File: src/rtl/bsram_save_sequencer.sv
// BSRAM save/load sequencer: walks save-file sectors 0..ram_mask[23:9]
// over the hps_io sector interface for manual load/save, post-download
// auto-load and dirty-tracked autosave, with a per-ack-edge timeout.
module bsram_save_sequencer #(
  parameter int unsigned AUTOSAVE_CYCLES = 21477270,
  parameter int unsigned TIMEOUT_CYCLES  = 2147727
) (
  input  logic        clk_sys,
  input  logic        reset,
  input  logic        bk_ena,
  input  logic [23:0] ram_mask,
  input  logic        rom_loaded,
  input  logic        load_req,
  input  logic        save_req,
  input  logic        autosave_en,
  input  logic        bsram_wr,
  input  logic        sd_ack,
  output logic [31:0] sd_lba,
  output logic        sd_rd,
  output logic        sd_wr,
  output logic        bk_loading,
  output logic        busy,
  output logic        dirty,
  output logic        err
);

  typedef enum logic [1:0] {IDLE, REQ, XFER} state_t;

  state_t      state, state_nxt;
  logic        op_load;
  logic [31:0] auto_cnt, tmo_cnt;

  // two registered copies per input: d1 is the sampled value, d2 the one before
  logic load_d1, load_d2, save_d1, save_d2, rom_d1, rom_d2, ack_d1, ack_d2;

  logic load_rise, save_rise, rom_fall;
  logic ack_rise, ack_fall, ack_edge;
  logic mask_ok, last_lba, auto_run, auto_hit;
  logic start_load, start_save, start, tmo_hit, done;

  assign mask_ok    = |ram_mask;
  assign last_lba   = (sd_lba == {17'b0, ram_mask[23:9]});
  assign load_rise  = load_d1 & ~load_d2 & bk_ena;
  assign save_rise  = save_d1 & ~save_d2 & bk_ena;
  assign rom_fall   = ~rom_d1 & rom_d2 & bk_ena;
  assign ack_rise   = ack_d1 & ~ack_d2;
  assign ack_fall   = ~ack_d1 & ack_d2;
  assign ack_edge   = ack_d1 ^ ack_d2;
  assign auto_run   = (state == IDLE) & dirty & autosave_en & bk_ena;
  assign auto_hit   = auto_run & (auto_cnt == AUTOSAVE_CYCLES - 32'd1);
  // an empty mask means no RAM to move, so every trigger is swallowed
  assign start_load = (load_rise | rom_fall) & mask_ok;
  assign start_save = (save_rise | auto_hit) & mask_ok;
  assign start      = (state == IDLE) & (start_load | start_save);
  // an ack edge in the same cycle wins over the timeout
  assign tmo_hit    = (state != IDLE) & ~ack_edge & (tmo_cnt == TIMEOUT_CYCLES - 32'd1);
  assign done       = (state == XFER) & ack_fall & last_lba;

  // state register
  always_ff @(posedge clk_sys) begin
    if (!reset) state <= IDLE;
    else        state <= state_nxt;
  end

  // next-state logic
  always_comb begin
    state_nxt = state;
    case (state)
      IDLE:    if (start_load | start_save) state_nxt = REQ;
      REQ:     if (ack_rise) state_nxt = XFER;
               else if (tmo_hit) state_nxt = IDLE;
      XFER:    if (ack_fall) state_nxt = last_lba ? IDLE : REQ;
               else if (tmo_hit) state_nxt = IDLE;
      default: state_nxt = IDLE;
    endcase
  end

  // outputs decoded from state and the latched operation type
  always_comb begin
    busy       = (state != IDLE);
    bk_loading = busy & op_load;
    sd_rd      = (state == REQ) & op_load;
    sd_wr      = (state == REQ) & ~op_load;
  end

  // edge registers, sector index, counters and dirty/err flags
  always_ff @(posedge clk_sys) begin
    if (!reset) begin
      load_d1  <= load_req;   load_d2 <= load_req;
      save_d1  <= save_req;   save_d2 <= save_req;
      rom_d1   <= rom_loaded; rom_d2  <= rom_loaded;
      ack_d1   <= sd_ack;     ack_d2  <= sd_ack;
      sd_lba   <= 32'd0;
      op_load  <= 1'b0;
      auto_cnt <= 32'd0;
      tmo_cnt  <= 32'd0;
      dirty    <= 1'b0;
      err      <= 1'b0;
    end else begin
      load_d1 <= load_req;   load_d2 <= load_d1;
      save_d1 <= save_req;   save_d2 <= save_d1;
      rom_d1  <= rom_loaded; rom_d2  <= rom_d1;
      ack_d1  <= sd_ack;     ack_d2  <= ack_d1;

      if (start) begin
        sd_lba  <= 32'd0;
        op_load <= start_load;
      end else if ((state == XFER) && ack_fall && !last_lba) begin
        sd_lba <= sd_lba + 32'd1;
      end

      err      <= tmo_hit;
      tmo_cnt  <= (busy && !ack_edge && !tmo_hit) ? tmo_cnt + 32'd1 : 32'd0;
      auto_cnt <= (auto_run && !bsram_wr && !start) ? auto_cnt + 32'd1 : 32'd0;

      // save start clears dirty unless a write lands in that same cycle;
      // writes during a load come from the held-in-reset core and are ignored
      if (start && !start_load)        dirty <= bsram_wr;
      else if (tmo_hit && !op_load)    dirty <= 1'b1;
      else if (done && op_load)        dirty <= 1'b0;
      else if (bsram_wr && !bk_loading) dirty <= 1'b1;
    end
  end

endmodule

File: config.mk
export PLATFORM = sky130hd
export DESIGN_NAME = bsram_save_sequencer
export DESIGN_NICKNAME = d
export VERILOG_FILES = /design/src/rtl/bsram_save_sequencer.sv
export SDC_FILE = /design/constraint.sdc
export NUM_CORES = 1
export LEC_CHECK = 0
export BUFFER_PORTS_ARGS = -buffer_cell sky130_fd_sc_hd__buf_2
export CAP_MARGIN = 20
export CORE_MARGIN = 10
export CORE_UTILIZATION = 60
export CTS_BUF_LIST = sky130_fd_sc_hd__clkbuf_8
export CTS_CLUSTER_DIAMETER = 100
export DETAILED_ROUTE_END_ITERATION = 10
export GPL_ROUTABILITY_DRIVEN = 0
export PLACE_DENSITY = 0.83
export SLEW_MARGIN = 20
export SYNTH_ARGS = -nofsm -noshare
export SYNTH_HDL_FRONTEND = slang
export SYNTH_SLANG_ARGS = --single-unit
File: constraint.sdc
create_clock -name clk_sys -period 2.4 [get_ports clk_sys]
set_input_delay 0 -clock clk_sys [delete_from_list [all_inputs] [get_ports clk_sys]]
set_output_delay 0 -clock clk_sys [all_outputs]
set_load 0.1 [all_outputs]
==> results.ini <==
[hold_path]
min_path_type=in2reg

[synthesis]
synth_top_flop_cell=dfxtp_1
async_flop_share=0
ys_seq_area_frac=0.4105
synthCells=625
syn_nets=665
synth_edf_count=0
synth_top_area_cell=dfxtp_1
synth_top_area_frac=0.4105
syn_avg_cell_area_um2=8.504
synth_cell_types=50
ys_warn_count=0
yosys-top-cells-area=dfxtp_1 41%, xnor2_1 6.9%, nor2_1 6.4%
ys_ff_latch=109
syn_area_mm2=0.005315

[timing]
slew_violations=0
fin_crit_sh=0.9149
relSlewSlack=0.6045
fmax_mhz=455.4
whs_ps=178.7
max_slew.worst_pin.slew_ps=587.9
hold_violations=0
min_period_ps=2196
rsz0062_at_grt=no
finClkSkew_ps=15.77
setup_viol=0
fin_ws_ps=204.2

[clock_tree]
numCtsBuffers=9
htreeDepth=3
cts-root-buf=clkbuf_8
cts_tree=built
clock_latency_ps=380
clock_path_buffers=2
postCtsSetupBuffers=0
clk_pin_slew_worst_paths_ps=110
clkSinkCount=109

[worst_setup_path]
cp-startpoint=sd_lba[28]
crit_end=dirty
critPathKind=reg2reg
slowest_delay_ps=390
critPathLaunchType=flop
arrival_ps=2460
required_ps=2660
ff2ff_path_depth=7
path_buf_inv=1
reg2reg_from=sd_lba[28]
path_depth=7
reg2reg_setup_slack_ps=200
slowest_stage=nor4_4
critPathTopFamily=simple AND/OR/NAND/NOR gates
cp-end-kind=flop
crit_fanout=28
cp_cell_sequence=nor4_1 -> nand4_1 -> nor4_4 -> and2_1 -> buf_4 -> a221o_1 -> a21boi_0
r2r_end=dirty

[final_layout]
drive_gt1_frac=0.1845
layout_common_cells=95 x dfxtp_1, 91 x nor2_1, 70 x buf_2
area_delta_synth_final_pct=13.89
multiInputGateArea_mm2=0.002937
layoutNonFillerInstCount=818
antenna_cells=0
seq_area_mm2=0.002202
nNetsFinal=745
fill_cells=706
final_core_util=0.6975
mostFrequentLayoutCell=dfxtp_1

[detailed_routing]
drc=0
routed_wl_um=12450
wl_per_cell_um=15.22
ant_nets=0
drtPass1Iterations=5
num_vias=4772
via_per_inst=5.834
drt_iter0_drc=289

[floorplan]
die_w_um=114.1
row_count=34
core_mm2=0.008678
io_pins=71
die_y_um=114.1
dieArea_mm2=0.01302
start_util=0.6125

[power]
pwr_density_cell_mw_per_mm2=509.5
leakage_uw=0.002131
peakVddDrop_mv=0.3008
total_power_uw=3084

[global_routing]
grt_pass1_vias=4642
grt-ovfl-total=0
grt_max_degree=33
grtUsageTotal=0.1909
grt_pass1_wl_um=21090
antenna_found_initial=0

[flow_run]
drv_cap=0

[place]
hpwl_um=9370
numPortBuffers=70
post-place-cells=796
pre_cts_ws_ps=175.0

[status]
run_status=finished, final reports clean

## registers in the layout, summed over array words and instances (netlist names)
name,count
load_d2,1
rom_d1,1
load_d1,1
tmo_cnt,32
rom_d2,1
sd_lba,32
save_d1,1
auto_cnt,32
ack_d1,1
dirty,1
ack_d2,1
state,2
save_d2,1
err,1
op_load,1
## synth_stat cells, drive strengths merged, types with 2 or more instances
cell type,number
dfxtp,109
nor3,14
or2,4
a21oi,34
inv,23
or3,23
o31ai,5
xor2,36
o21ai,24
xnor2,42
nand3b,3
and3,15
nor4,21
nor4b,3
nor2b,4
nand3,36
or4,6
nand2,39
clkbuf,9
nor2,92
mux2,4
o22ai,2
and2,7
nand4,33
buf,10
ha,7
and4,7
## kinds of logic (layout without fill, tap and decap cells)
logic type / count (synthesis) / in the layout / synth area share
compound gates: 74 / 74 / 0.08051
buf+inv: 42 / 127 / 0.03813
fa+ha+maj: 7 / 7 / 0.01648
mux: 5 / 5 / 0.01036
flops: 109 / 109 / 0.4105
simple gates: 310 / 310 / 0.3154
xor+xnor: 78 / 78 / 0.1285
## per-stage QoR
stage	setup TNS, ps	area [µm²]
detailed placement	0	5794
finish	0	6053
floorplan	-123.5	5335
CTS	0	6047
global route	0	6053
global placement	0	5794
## layout make-up
| cell class | instances | area share |
|---|---|---|
| clock buffers | 11 | 0.02501 |
| clock inverters | 5 | 0.006821 |
| inverters | 23 | 0.01426 |
| multi-input cells | 474 | 0.4851 |
| flip-flops and latches | 109 | 0.3638 |
| well taps | 108 | 0.02232 |
| repair buffers | 88 | 0.08268 |
## worst reg2reg max path: stages, from the launching register on
cell      delay (ps)
dfxtp_1          380
nor4_1           360
nand4_1          240
nor4_4           390
and2_1           190
buf_4            260
a221o_1          190
a21boi_0          80
## power breakdown
part | switching [µW] | internal [µW]
logic | 110 | 66.9
clock network | 633 | 446
registers | 9.04 | 1820
total | 751 | 2330
## per-layer routing
metal	global-route usage	vias to the layer above	wire length, µm
met1	0.2177	2251	5187
li1	-	2358	-
met2	0.3330	142	6178
met4	0.07769	0	254
met3	0.04665	21	831
met5	0	-	0
## what timing repair did
action / in CTS / in global routing
hold buffers: 6 / 0
setup endpoints to repair: 0 / 4
resized for setup: 0 / 1
endpoints found under the hold margin: 11 / 0
## worst min-delay path by stage
| stage | slack [ps] | from | depth (start not counted) | endpoint |
|---|---|---|---|---|
| after CTS | 170 | bk_ena | 4 | dirty |
| after detailed placement | 120 | rom_loaded | 1 | rom_d1 |
| after global placement | 120 | rom_loaded | 1 | rom_d1 |
| after floorplan | 30 | sd_ack | 0 | ack_d1 |
| final | 180 | bk_ena | 4 | dirty |
| after global routing | 240 | bk_ena | 4 | dirty |
No activity file was read; power rests on OpenSTA's default activity.
